File: src/rtl/mips_monitor_pkg.sv
// Shared types and constants for the MIPS run monitor and its optional PC history log.
package mips_monitor_pkg;

  typedef enum logic [1:0] {
    IDLE,
    RUN,
    DRAIN,
    DONE
  } monitor_state_t;

  typedef enum logic [2:0] {
    FC_NONE             = 3'd0,
    FC_V0_MISMATCH      = 3'd1,
    FC_TIMEOUT          = 3'd2,
    FC_STALL            = 3'd3,
    FC_DRAIN_TIMEOUT    = 3'd4,
    FC_EARLY_INACTIVE   = 3'd5,
    FC_MISALIGNED_STORE = 3'd6
  } fail_code_t;

  localparam logic [31:0] RESET_VECTOR = 32'hBFC0_0000;
  localparam int          HIST_DEPTH   = 8;
  localparam int          HIST_AW      = 3;

  function automatic logic [15:0] sat_inc16(input logic [15:0] v);
    return (v == 16'hFFFF) ? v : v + 16'd1;
  endfunction

endpackage

File: src/rtl/mips_pc_history.sv
// Eight-deep ring of recently fetched PCs; index 0 reads the newest entry combinationally.
module mips_pc_history
  import mips_monitor_pkg::*;
(
  input  logic                 clk,
  input  logic                 rst_n,
  input  logic                 wr_en,
  input  logic [31:0]          wr_pc,
  input  logic [HIST_AW-1:0]   rd_index,
  output logic [31:0]          rd_pc
);

  logic [31:0]        ring_q [HIST_DEPTH];
  logic [31:0]        ring_d [HIST_DEPTH];
  logic [HIST_AW-1:0] wr_ptr_q, wr_ptr_d;

  always_comb begin
    ring_d   = ring_q;
    wr_ptr_d = wr_ptr_q;
    if (wr_en) begin
      ring_d[wr_ptr_q] = wr_pc;
      wr_ptr_d         = wr_ptr_q + 3'd1;
    end
  end

  always_ff @(posedge clk or negedge rst_n) begin
    if (!rst_n) begin
      wr_ptr_q <= '0;
      for (int i = 0; i < HIST_DEPTH; i++) ring_q[i] <= '0;
    end else begin
      wr_ptr_q <= wr_ptr_d;
      ring_q   <= ring_d;
    end
  end

  // wr_ptr points at the next free slot, so the newest entry sits one behind it.
  always_comb rd_pc = ring_q[wr_ptr_q - 3'd1 - rd_index];

endmodule

File: src/rtl/mips_cpu_run_monitor.sv
// Observer beside mips_cpu_harvard: detects program end and reports done/pass/fail plus counters.
// Optional MIPS_RUN_MONITOR_HISTORY_EN adds an 8-entry fetch-address history (hist_index/hist_pc).
module mips_cpu_run_monitor
  import mips_monitor_pkg::*;
#(
  parameter logic [31:0] HALT_ADDR   = 32'h0000_0000,
  parameter int unsigned MAX_CYCLES  = 1000,
  parameter int unsigned STALL_LIMIT = 16,
  parameter int unsigned DRAIN_LIMIT = 8
) (
  input  logic        clk,
  input  logic        reset,
  input  logic        clk_enable,
  input  logic        active,
  input  logic [31:0] instr_address,
  input  logic [31:0] register_v0,
  input  logic        data_write,
  input  logic [31:0] data_address,
  input  logic        check_v0_en,
  input  logic [31:0] expected_v0,
  output logic        done,
  output logic        pass,
  output logic        fail,
  output logic [2:0]  fail_code,
  output logic [31:0] cycle_count,
  output logic [31:0] instr_count,
  output logic [15:0] store_count
`ifdef MIPS_RUN_MONITOR_HISTORY_EN
  ,
  input  logic [2:0]  hist_index,
  output logic [31:0] hist_pc
`endif
);

  monitor_state_t state_q, state_d;
  fail_code_t     fail_code_q, fail_code_d, err;
  logic           done_q, done_d;
  logic [31:0]    prev_addr_q, prev_addr_d;
  logic [31:0]    cycle_q, cycle_d;
  logic [31:0]    instr_q, instr_d;
  logic [31:0]    stall_q, stall_d;
  logic [31:0]    drain_q, drain_d;
  logic [15:0]    store_q, store_d;

  logic           addr_chg, bad_store, at_halt, v0_bad, in_exec;
  logic [31:0]    cyc_n, stall_n, drain_n;

  always_comb begin
    addr_chg  = (instr_address != prev_addr_q);
    bad_store = data_write && ((data_address & 32'h0000_0003) != 32'h0);
    at_halt   = (instr_address == HALT_ADDR);
    v0_bad    = check_v0_en && (register_v0 != expected_v0);
    in_exec   = (state_q == RUN) || (state_q == DRAIN);
    cyc_n     = cycle_q + 32'd1;
    stall_n   = addr_chg ? 32'd0 : stall_q + 32'd1;
    drain_n   = drain_q + 32'd1;
  end

  always_ff @(posedge clk or negedge reset) begin
    if (!reset) state_q <= IDLE;
    else        state_q <= state_d;
  end

  // Error priority within one cycle: bad store, then halt fetch, then the RUN-only checks.
  always_comb begin
    state_d = state_q;
    err     = FC_NONE;
    if (clk_enable) begin
      case (state_q)
        IDLE: if (active) state_d = RUN;
        RUN: begin
          if (bad_store)                  err     = FC_MISALIGNED_STORE;
          else if (at_halt)               state_d = DRAIN;
          else if (!active)               err     = FC_EARLY_INACTIVE;
          else if (stall_n >= STALL_LIMIT) err    = FC_STALL;
          else if (cyc_n >= MAX_CYCLES)   err     = FC_TIMEOUT;
        end
        DRAIN: begin
          if (bad_store) err = FC_MISALIGNED_STORE;
          else if (!active) begin
            state_d = DONE;
            if (v0_bad) err = FC_V0_MISMATCH;
          end
          else if (drain_n >= DRAIN_LIMIT) err = FC_DRAIN_TIMEOUT;
        end
        default: state_d = state_q;
      endcase
      if (err != FC_NONE) state_d = DONE;
    end
  end

  always_comb begin
    prev_addr_d = prev_addr_q;
    cycle_d     = cycle_q;
    instr_d     = instr_q;
    stall_d     = stall_q;
    drain_d     = drain_q;
    store_d     = store_q;
    done_d      = done_q;
    fail_code_d = fail_code_q;
    if (clk_enable && (state_q != DONE)) begin
      prev_addr_d = instr_address;
      if (in_exec) begin
        cycle_d = cyc_n;
        if (data_write) store_d = sat_inc16(store_q);
      end
      if (state_q == RUN) begin
        stall_d = stall_n;
        if (addr_chg) instr_d = instr_q + 32'd1;
      end
      if (state_q == DRAIN) drain_d = drain_n;
      if (state_d == DONE) begin
        done_d      = 1'b1;
        fail_code_d = err;
      end
    end
  end

  always_ff @(posedge clk or negedge reset) begin
    if (!reset) begin
      prev_addr_q <= '0;
      cycle_q     <= '0;
      instr_q     <= '0;
      stall_q     <= '0;
      drain_q     <= '0;
      store_q     <= '0;
      done_q      <= 1'b0;
      fail_code_q <= FC_NONE;
    end else begin
      prev_addr_q <= prev_addr_d;
      cycle_q     <= cycle_d;
      instr_q     <= instr_d;
      stall_q     <= stall_d;
      drain_q     <= drain_d;
      store_q     <= store_d;
      done_q      <= done_d;
      fail_code_q <= fail_code_d;
    end
  end

  always_comb begin
    done        = done_q;
    pass        = done_q && (fail_code_q == FC_NONE);
    fail        = done_q && (fail_code_q != FC_NONE);
    fail_code   = fail_code_q;
    cycle_count = cycle_q;
    instr_count = instr_q;
    store_count = store_q;
  end

`ifdef MIPS_RUN_MONITOR_HISTORY_EN
  logic hist_wr;
  assign hist_wr = clk_enable && in_exec && addr_chg;

  mips_pc_history u_hist (
    .clk      (clk),
    .rst_n    (reset),
    .wr_en    (hist_wr),
    .wr_pc    (instr_address),
    .rd_index (hist_index),
    .rd_pc    (hist_pc)
  );
`endif

endmodule

File: config.mk
export PLATFORM = sky130hd
export DESIGN_NAME = mips_cpu_run_monitor
export DESIGN_NICKNAME = d
export VERILOG_FILES = /design/src/rtl/mips_monitor_pkg.sv /design/src/rtl/mips_pc_history.sv /design/src/rtl/mips_cpu_run_monitor.sv
export SDC_FILE = /design/constraint.sdc
export NUM_CORES = 1
export LEC_CHECK = 0
export ABC_AREA = 0
export BUFFER_PORTS_ARGS = -buffer_cell sky130_fd_sc_hd__buf_2
export CAP_MARGIN = 10
export CORE_UTILIZATION = 35
export CTS_BUF_LIST = sky130_fd_sc_hd__clkbuf_4 sky130_fd_sc_hd__clkbuf_8 sky130_fd_sc_hd__clkbuf_16
export CTS_CLUSTER_SIZE = 20
export DETAILED_ROUTE_END_ITERATION = 8
export PLACE_DENSITY = 0.56
export SLEW_MARGIN = 20
export SYNTH_ARGS = -nofsm -noshare
export SYNTH_HDL_FRONTEND = slang
export SYNTH_HIERARCHICAL = 1
export SYNTH_SLANG_ARGS = --single-unit
File: constraint.sdc
create_clock -name clk -period 6.1 [get_ports clk]
set_input_delay 1.83 -clock clk [delete_from_list [all_inputs] [get_ports clk]]
set_output_delay 1.83 -clock clk [all_outputs]
set_load 0.005 [all_outputs]
==> results.md, run 1 <==
| Result | Value |
|---|---|
| CTS H-tree lvls | 4 |
| Final GP Congestion | 0.867 |
| Root Buffer | clkbuf_16 |
| Netlist area before placement | 10,900 um2 |
| Combinational family with the most area after synthesis | simple AND/OR/NAND/NOR gates |
| Core Footprint | 30,600 um2 |
| Mux share of post-synthesis cell area | 0.00908 |
| Final number of setup-violating endpoints | 0 |
| Internal power contribution | 2.25 mW |
| Count of max-cap constraint violations | 0 |
| Number of distinct library cells after synthesis | 69 |
| Final critical path time including I/O delays and setup | 4.42 ns |
| Antenna Diode Count | 0 |
| Compound-gate portion of the synthesized area | 0.106 |
| Capture instance of the worst register-to-register path | state_q[1] |
| Reg power frac | 0.452 |
| Worst setup slack after placement | 1.19 ns |
| Share of synthesized cell area in full adder, half adder and majority cells | 0.0115 |
| Slew margin rel. | 0.422 |
| HPWL Detailed | 20,100 um |
| Commonest register cell after synthesis | dfrtp_1 |
| Number of DRC violations after detailed routing | 0 |
| Part of the total power dissipated in combinational logic | 0.222 |
| Switching power | 1.18 mW |
| Crit path kind | primary input to flop |
| Latest clock arrival within the worst-skew pair | 0.44 ns |
| Worst min path class | flop to flop |
| Antenna violations before repair | 1 |
| Number of buffers added by the clock tree synthesis step | 17 |
| Final-report max-slew violation count | 0 |
| I/O pin count | 220 |
| Number of buffers on the longest clock path | 2 |
| Overall track demand over capacity in global routing | 0.179 |
| Worst hold path startpoint | instr_count[31] |
| Most frequent cells in the layout | 198 x nand2_1, 188 x buf_2, 182 x dfrtp_1 |
| Leakage power summed over all cells | 5.73 nW |
| Clock transition at the registers of the reported paths | 0.09 ns |
| Placed Instances | 1,736 |
| Worst hold slack after final layout | 0.480 ns |
| Cell count after synthesis | 1,208 |
| TritonCTS clock tree | yes |
| Fraction of final layout cells sized beyond drive strength 1 | 0.187 |
| Yosys warns | 6 |
| Worst reg-to-reg path cell count | 9 |
| Worst hold path endpoint | instr_count[31] |
| Final instance area | 12,700 um2 |
| Synthesized area per cell | 9.01 um2 |
| Number of global-route vias before repair | 8,716 |
| Initial Utilization | 0.356 |
| Post-detailed-route via-to-cell ratio | 5.35 |
| Kind of start point of the critical path | primary input |
| Total power per unit cell area | 269 nW/um2 |
| Post-route non-filler standard cell count | 1,768 |
| Least-Margin Pin Slew | 0.858 ns |
| Seq/Total Area, Yosys | 0.419 |
| Global-route wire length before repair | 45,300 um |
| Remaining number of nets flagged by the antenna check after routing | 0 |
| Worst Clk Skew | 0.0199 ns |
| Worst path required time | 6.42 ns |
| Post-synth EDFFs | 0 |
| Worst reg2reg startpoint | stall_q[0] |
| Basic-gate share of the synthesized area counting and, or, nand and nor cells | 0.271 |
| Placed standard-cell area | 12,100 um2 |
| RSZ-0062 raised after global routing | no |
| Count of fill cells added during filler insertion | 3,061 |
| Synthesized net count | 1,352 |
| # clock sinks | 182 |
| Final Cycle Share | 0.724 |
| Arrival @ worst endpoint | 4.74 ns |
| Setup slack of the worst register-to-register path | 2.51 ns |
| Overall die height | 178 um |
| Sort of element at the end of the critical path | flop |
| Length of the first detailed-routing pass in iterations | 5 |
| Critical path peak fanout | 34 |
| Post-synthesis xor/xnor area fraction | 0.153 |
| Async SR Flop Fraction | 1.00 |
| Sw Share | 0.343 |
| Worst Setup Slack, final | 1.68 ns |
| Endpoints failing hold | 0 |
| Hold-fix buffer count after cts | 0 |
| Result of the run | complete, no violations |
| Final wirelength | 28,100 um |
| Pin count of the biggest net entering global routing | 75 |
| Detailed-route wire length per cell | 15.9 um |
| Setup TNS after final layout | 0 ns |
| Highest clock frequency the design can meet | 0.226 GHz |
| Net count of the finished layout | 1,503 |
| Total number of vias | 9,454 |
| Horizontal die dimension | 178 um |
| Area overhead of the layout relative to synthesis | 16.9% |
| Number of buffers inserted by post-CTS setup repair | 0 |
| Number of buffers added on ports | 189 |
| Die Area | 31,800 um2 |
| Number of synthesized register bits | 182 |
| Final design utilization | 0.416 |
| Power share of the clock group | 0.326 |
| Hold Path Cell Cnt | 1 |
| Sum of overflow across all layers after global routing | 0 |
| Total Power | 3.43 mW |
| Number of DRC markers in iteration 0 | 666 |
| Standard-cell row count | 64 |
| Leading cell type in the layout, fill and taps excluded | nand2_1 |
| Number of instances resized during post-cts repair | 0 |
| Maximum vdd ir drop | 0.228 mV |
[metal layers]
layer,vias up,share of wire,global-route usage
li1,4632,-,-
met1,4532,0.47,0.245
met5,-,0.00039,0
met2,268,0.46,0.288
met3,20,0.053,0.0328
met4,2,0.012,0.0508
[Yosys cell counts, types with 8 or more instances]
master / number / area (um2)
dfrtp_1: 182 / 4550
buf_2: 20 / 100
a211oi_1: 9 / 67.6
nor2_1: 62 / 233
a31oi_1: 8 / 50.1
nand2_1: 198 / 743
clkbuf_1: 38 / 143
and3_1: 27 / 169
o21ai_0: 50 / 250
and4_1: 22 / 193
nand4_1: 46 / 288
a21oi_1: 25 / 125
nor3_1: 27 / 135
ha_1: 10 / 125
xnor2_1: 103 / 902
nor4_1: 39 / 244
nand3_1: 82 / 410
o31ai_1: 20 / 150
o41ai_1: 9 / 78.8
and2_1: 9 / 56.3
xor2_1: 87 / 762
inv_1: 12 / 45.0
[state kept, by name, summed over array words and instances (netlist names)]
register     flops
cycle_count     32
store_count     16
state_q          2
instr_count     32
done             1
stall_q         32
drain_q         32
fail_code        3
prev_addr_q     32
[cell families (layout without fill, tap and decap cells)]
group           Yosys count  in the layout
xor+xnor                190            190
buf+inv                  78            242
compound gates          174            174
mux                       9              9
simple gates            565            565
fa+ha+maj                10             10
flops                   182            182
[final cells by class]
type | instances | area [um2] | area share
Clock buffer | 17 | 425 | 0.0334
Clock inverter | 15 | 180 | 0.0142
Inverter | 12 | 45.0 | 0.00354
Multi-Input combinational cell | 948 | 6000 | 0.472
Sequential cell | 182 | 4550 | 0.358
Tap cell | 396 | 495 | 0.0389
Timing Repair Buffer | 198 | 1020 | 0.0803
[how the worst max path moves through the flow]
stage,start,to,cells after the start
CTS,instr_address[7],instr_count[24],10
detailed placement,instr_address[7],instr_count[24],10
floorplan,instr_address[27],instr_count[21],12
global placement,instr_address[7],instr_count[24],10
finish,instr_address[7],instr_count[24],10
global route,instr_address[16],instr_count[24],10
[power groups by stage]
stage	registers (mW)	clock network [mW]	logic, mW
after floorplan	1.52	0	0.532
after global placement	1.56	0	0.762
after detailed placement	1.57	0	0.773
after CTS	1.55	1.16	0.775
after global routing	1.58	1.20	0.878
final	1.55	1.12	0.763
[worst max-delay path, stage by stage]
cell and delay [ns]:
buf_2 0.11, xor2_1 0.24, nor4_1 0.11, nand4_1 0.14
or2_2 0.60, nor2b_1 0.53, nand4_1 0.23, nor2_1 0.58
nand4_1 0.20, xnor2_1 0.17
No activity file was read; power rests on OpenSTA's default activity.
==> run 2: changes to the inputs <==
Clock period 6.1 ns to 4.51 ns, I/O delays scaled along.
==> results.md, run 2 (synthesized netlist as in run 1, its figures left out) <==
| Result | Value | Delta |
|---|---|---|
| Result of the run | complete, no violations |  |
| Number of DRC violations after detailed routing | 0 | unchanged |
| Master of the slowest instance on the critical path | nor4_1 |  |
| Net count of the finished layout | 1,507 | +0.27% |
| Highest clock frequency the design can meet | 0.280 GHz |  |
| RSZ-0062 raised after global routing | no |  |
| Detailed-route wire length per cell | 15.9 um | -0.11% |
| Sort of element at the end of the critical path | flop |  |
| Leading cell type in the layout, fill and taps excluded | nand2_1 |  |
| CTS H-tree lvls | 4 | unchanged |
| Antenna violations before repair | 1 | unchanged |
| Post-detailed-route via-to-cell ratio | 5.35 | about the same |
| Die Area | 31,800 um2 | unchanged |
| Placed Instances | 1,740 | +0.23% |
| Arrival @ worst endpoint | 3.86 ns | -0.88 ns |
| Most frequent cells in the layout | 198 x nand2_1, 188 x buf_2, 182 x dfrtp_1 |  |
| # clock sinks | 182 | unchanged |
| Root Buffer | clkbuf_16 |  |
| Antenna Diode Count | 0 | unchanged |
| Core Footprint | 30,600 um2 | unchanged |
| Final critical path time including I/O delays and setup | 3.57 ns |  |
| Total Power | 4.70 mW | +37% |
| Critical path peak fanout | 7 | -79% |
| Cells traversed along the worst timing path | ha_1 > nand4_1 > nor4_1 > and4_1 > o32ai_1 > nor4_1 > a21oi_1 > or3_1 > a21oi_2 > a41oi_1 |  |
| Endpoints failing hold | 0 | unchanged |
| Worst min path class | flop to flop |  |
| Length of the first detailed-routing pass in iterations | 6 | +1 |
| Worst setup slack after placement | 0.564 ns | -0.631 ns |
| I/O pin count | 220 | unchanged |
| Slew margin rel. | 0.432 | +0.0102 |
| Final-report max-slew violation count | 0 | unchanged |
| Crit path from | stall_q[0] |  |
| Hold-fix buffer count after cts | 0 | unchanged |
| Number of instances resized during post-cts repair | 0 | unchanged |
| HPWL Detailed | 20,400 um | +1.4% |
| Final GP Congestion | 0.836 | -3.5% |
| Final number of setup-violating endpoints | 0 | unchanged |
| Final design utilization | 0.418 | +0.00196 |
| Final Cycle Share | 0.792 |  |
| Global-route wire length before repair | 45,600 um | +0.67% |
| Kind of start point of the critical path | flop |  |
| Number of buffers added by the clock tree synthesis step | 17 | unchanged |
| Total number of vias | 9,472 | +0.19% |
| Maximum vdd ir drop | 0.343 mV | +51% |
| Number of buffers on the longest clock path | 2 | unchanged |
| Worst Clk Skew | 0.0194 ns | -0.000518 ns |
| TritonCTS clock tree | yes |  |
| Post-route non-filler standard cell count | 1,772 | +0.23% |
| Leakage power summed over all cells | 5.76 nW | +0.58% |
| Horizontal die dimension | 178 um | unchanged |
| Crit path kind | flop to flop |  |
| Final wirelength | 28,200 um | +0.11% |
| Worst reg2reg startpoint | stall_q[0] |  |
| Number of buffers inserted by post-CTS setup repair | 0 | unchanged |
| Cell class contributing the biggest share of worst-path delay | simple AND/OR/NAND/NOR gates |  |
| WP buf/inv | 0 | -1 |
| Setup TNS after final layout | 0 ns | unchanged |
| Pin count of the biggest net entering global routing | 96 | +28% |
| Overall die height | 178 um | unchanged |
| Total power per unit cell area | 368 nW/um2 | +36% |
| Area overhead of the layout relative to synthesis | 17.5% |  |
| Latest clock arrival within the worst-skew pair | 0.44 ns | about the same |
| Remaining number of nets flagged by the antenna check after routing | 0 | unchanged |
| Number of buffers added on ports | 189 | unchanged |
| Least-Margin Pin Slew | 0.845 ns | -0.0127 ns |
| Standard-cell row count | 64 | unchanged |
| Critical Path Most Common Cell | nor4_1 |  |
| Largest stage delay, worst path | 0.67 ns | +0.07 ns |
| Worst path required time | 4.80 ns | -1.62 ns |
| Number of global-route vias before repair | 8,771 | +0.63% |
| Initial Utilization | 0.356 | unchanged |
| Overall track demand over capacity in global routing | 0.180 | +0.000743 |
| Number of DRC markers in iteration 0 | 630 | -5.4% |
| Count of max-cap constraint violations | 0 | unchanged |
| Worst hold path startpoint | instr_count[6] |  |
| Sum of overflow across all layers after global routing | 0 | unchanged |
| Fraction of final layout cells sized beyond drive strength 1 | 0.190 | +0.00236 |
| Clock transition at the registers of the reported paths | 0.08 ns | about the same |
| Worst Setup Slack, final | 0.936 ns | -0.745 ns |
-- run 2: path summary, 6_finish.rpt --
kind	endpoint	slack [ns]	depth (start not counted)
max	state_q[1]	0.94	10
max reg2reg	state_q[1]	0.94	10
min in group asynchronous	stall_q[16]	1.01	1
max in group asynchronous	instr_count[17]	2.57	2
min reg2reg	instr_count[6]	0.48	1
min	instr_count[6]	0.48	1
-- run 2: power breakdown --
group,switching [mW],leakage (nW),internal [mW]
Combinational,0.603,3.02,0.442
Clock,0.754,0.305,0.809
Sequential,0.231,2.44,1.86
-- run 2: metrics by stage --
step	area [um2]	hold slack (ns)
after floorplan	10900	0.466
after global placement	12200	0.456
after detailed placement	12200	0.477
after CTS	12800	0.489
after global routing	12800	0.503
final	12800	0.483
-- run 2: layout make-up --
class | count | area [um2]
Clock inverter | 15 | 198
Multi-Input combinational cell | 948 | 6000
Sequential cell | 182 | 4550
Clock buffer | 17 | 425
Fill cell | 3052 | 17800
Inverter | 12 | 45.0
Timing Repair Buffer | 202 | 1060
Tap cell | 396 | 495
-- run 2: routing by layer --
layer / GRT usage / vias to the layer above / part of all wire
met3: 0.0322 / 16 / 0.051
met1: 0.248 / 4542 / 0.47
met5: 0 / - / 0.00046
li1: - / 4639 / -
met4: 0.0395 / 2 / 0.0081
met2: 0.293 / 273 / 0.47
==> run 3: changes to the inputs <==
Settings changed: PLACE_DENSITY 0.56 to 0.58.
Clock period 4.51 ns to 3.05 ns, I/O delays scaled along.
==> results.md, run 3 (synthesized netlist as in run 1, its figures left out) <==
| Result | Value | Delta |
|---|---|---|
| Number of buffers on the longest clock path | 2 | unchanged |
| Post-detailed-route via-to-cell ratio | 5.31 | -0.69% |
| Area occupied by multi-input gates | 6130 um2 | +2.2% |
| Endpoints failing hold | 0 | unchanged |
| Sort of element at the end of the critical path | flop |  |
| Remaining number of nets flagged by the antenna check after routing | 0 | unchanged |
| RSZ-0062 raised after global routing | yes |  |
| Most frequent cells in the layout | 198 x nand2_1, 188 x buf_2, 179 x dfrtp_1 |  |
| I/O pin count | 220 | unchanged |
| Internal power contribution | 4.71 mW | +51% |
| Least-Margin Pin Slew | 0.652 ns | -0.193 ns |
| Number of DRC markers in iteration 0 | 641 | +1.7% |
| Power share of the clock group | 0.327 | -0.006 |
| Area overhead of the layout relative to synthesis | 28.0% |  |
| Number of global-route vias before repair | 9,456 | +7.8% |
| Crit path kind | flop to flop |  |
| Count of max-cap constraint violations | 0 | unchanged |
| Worst Clk Skew | 0.0222 ns | +0.00275 ns |
| Setup TNS after final layout | 0 ns | unchanged |
| Detailed-route wire length per cell | 15.8 um | -0.40% |
| Number of DRC violations after detailed routing | 0 | unchanged |
| Sum of overflow across all layers after global routing | 0 | unchanged |
| Fraction of final layout cells sized beyond drive strength 1 | 0.274 | +0.0847 |
| Antenna violations before repair | 0 | -1 |
| Overall track demand over capacity in global routing | 0.189 | +0.00865 |
| Global-route wire length before repair | 48,000 um | +5.3% |
| Initial Utilization | 0.356 | unchanged |
| Worst hold slack after final layout | 0.428 ns | -0.0550 ns |
| Total power per unit cell area | 518 nW/um2 | +41% |
| CTS H-tree lvls | 4 | unchanged |
| Worst min path class | primary input to asynchronous set/reset pin |  |
| Slew margin rel. | 0.562 | +0.130 |
| Standard-cell row count | 64 | unchanged |
| Final number of setup-violating endpoints | 0 | unchanged |
| HPWL Detailed | 22,200 um | +8.6% |
| Root Buffer | clkbuf_16 |  |
| Final-report max-slew violation count | 0 | unchanged |
| Sw Share | 0.348 | +0.00997 |
| Number of buffers added on ports | 189 | unchanged |
| Leading cell type in the layout, fill and taps excluded | nand2_1 |  |
| Leakage power summed over all cells | 6.43 nW | +12% |
| Sequential Area | 4560 um2 | about the same |
| Final wirelength | 30,100 um | +6.8% |
| Critical path peak fanout | 10 | +3 |
| Net count of the finished layout | 1,636 | +8.6% |
| Result of the run | complete, no violations |  |
| Highest clock frequency the design can meet | 0.340 GHz | +21% |
| Final GP Congestion | 0.888 | +6.2% |
| Worst path required time | 3.35 ns | -1.45 ns |
| Maximum vdd ir drop | 0.484 mV | +41% |
| Kind of start point of the critical path | flop |  |
| Antenna Diode Count | 0 | unchanged |
| Core Footprint | 30,600 um2 | unchanged |
| Arrival @ worst endpoint | 3.24 ns | -0.62 ns |
| Length of the first detailed-routing pass in iterations | 5 | -1 |
| Count of fill cells added during filler insertion | 2,984 | -2.2% |
| Pin count of the biggest net entering global routing | 58 | -40% |
| Total number of vias | 10,091 | +6.5% |
| Part of the total power dissipated in combinational logic | 0.252 | +0.030 |
| Clock transition at the registers of the reported paths | 0.09 ns | about the same |
| Number of buffers added by the clock tree synthesis step | 17 | unchanged |
| Final Cycle Share | 0.965 | +0.173 |
| Overall die height | 178 um | unchanged |
| # clock sinks | 182 | unchanged |
| Final critical path time including I/O delays and setup | 2.94 ns | -0.631 ns |
| Die Area | 31,800 um2 | unchanged |
| Horizontal die dimension | 178 um | unchanged |
| Latest clock arrival within the worst-skew pair | 0.45 ns | about the same |
| Switching power | 2.51 mW | +58% |
| TritonCTS clock tree | yes |  |
| Reg power frac | 0.421 | -0.024 |
==> run 3: cell count changes in the layout (fill, tap and decap cells not counted), moves of 3 or more <==
cell,previous run,this run
buf_4,12,136
inv_12,0,5
nor4_1,39,34
nor4_2,3,8
a2111oi_0,6,3
buf_12,1,4
dfrtp_1,182,179
dfrtp_2,0,3
ha_1,10,7
nand3_1,82,79
nand3_2,1,4
==> run 3: worst max-delay path: stages (launching register included) <==
cell     delay [ns]
dfrtp_2        0.46
nand4_2        0.18
buf_4          0.17
nor3_2         0.04
buf_4          0.18
a31oi_1        0.25
o22ai_1        0.15
nor4_2         0.41
buf_4          0.19
a21oi_1        0.08
or3_1          0.33
a21oi_2        0.21
a41oi_2        0.14
==> run 3: metrics by stage <==
step | cells | total power, mW | worst slack (ns) | cell area [um2] | utilization
6_report | 1901 | 7.22 | 0.107 | 13900 | 0.455
5_1_grt | 1901 | 7.66 | -0.0264 | 13900 | 0.455
4_1_cts | 1896 | 7.27 | 0.0125 | 13800 | 0.450
3_5_place_dp | 1862 | 4.88 | -0.298 | 13100 | 0.429
3_3_place_gp | 1862 | 4.85 | -0.265 | 13100 | 0.429
2_1_floorplan | 1208 | 4.11 | 0.00889 | 10900 | -
==> run 3: repair_timing <==
action / 4_1_cts / 5_1_grt
gates resized for setup: 2 / 29
hold buffers: 0 / 0
setup buffers: 2 / 4
cloned: 0 / 1
setup endpoints to repair: 5 / 7
pin swaps: 0 / 9
==> run 3: path summary, 6_finish.rpt <==
path	to	from	slack, ns	depth (start not counted)
max in group asynchronous	instr_count[6]	reset	1.96	2
hold / removal	stall_q[14]	reset	0.43	1
setup reg to reg	state_q[1]	stall_q[5]	0.11	12
setup / recovery	state_q[1]	stall_q[5]	0.11	12
hold reg to reg	instr_count[31]	instr_count[31]	0.48	1
min in group clk	instr_count[31]	instr_count[31]	0.48	1
==> run 3: routing by layer <==
metal  GRT usage  vias up  share of wire
li1            -     4913              -
met1       0.258     4845           0.47
met2       0.312      298           0.47
met3      0.0266       35          0.046
met4      0.0484        0          0.016
met5           0        -              0
==> run 3: cell type report <==
| class | instances | area share |
|---|---|---|
| clock buffer | 17 | 0.0305 |
| clock inverter | 15 | 0.0146 |
| inverter | 12 | 0.00323 |
| multi-input combinational | 949 | 0.440 |
| sequential | 182 | 0.327 |
| tap | 396 | 0.0356 |
| timing repair buffer | 330 | 0.148 |
==> run 3: power groups by stage <==
stage	Combinational [mW]	Clock, mW	Sequential [mW]
after floorplan	1.06	0	3.04
after global placement	1.78	0	3.07
after detailed placement	1.80	0	3.08
after CTS	1.82	2.42	3.03
after global routing	2.05	2.52	3.09
final	1.82	2.36	3.04
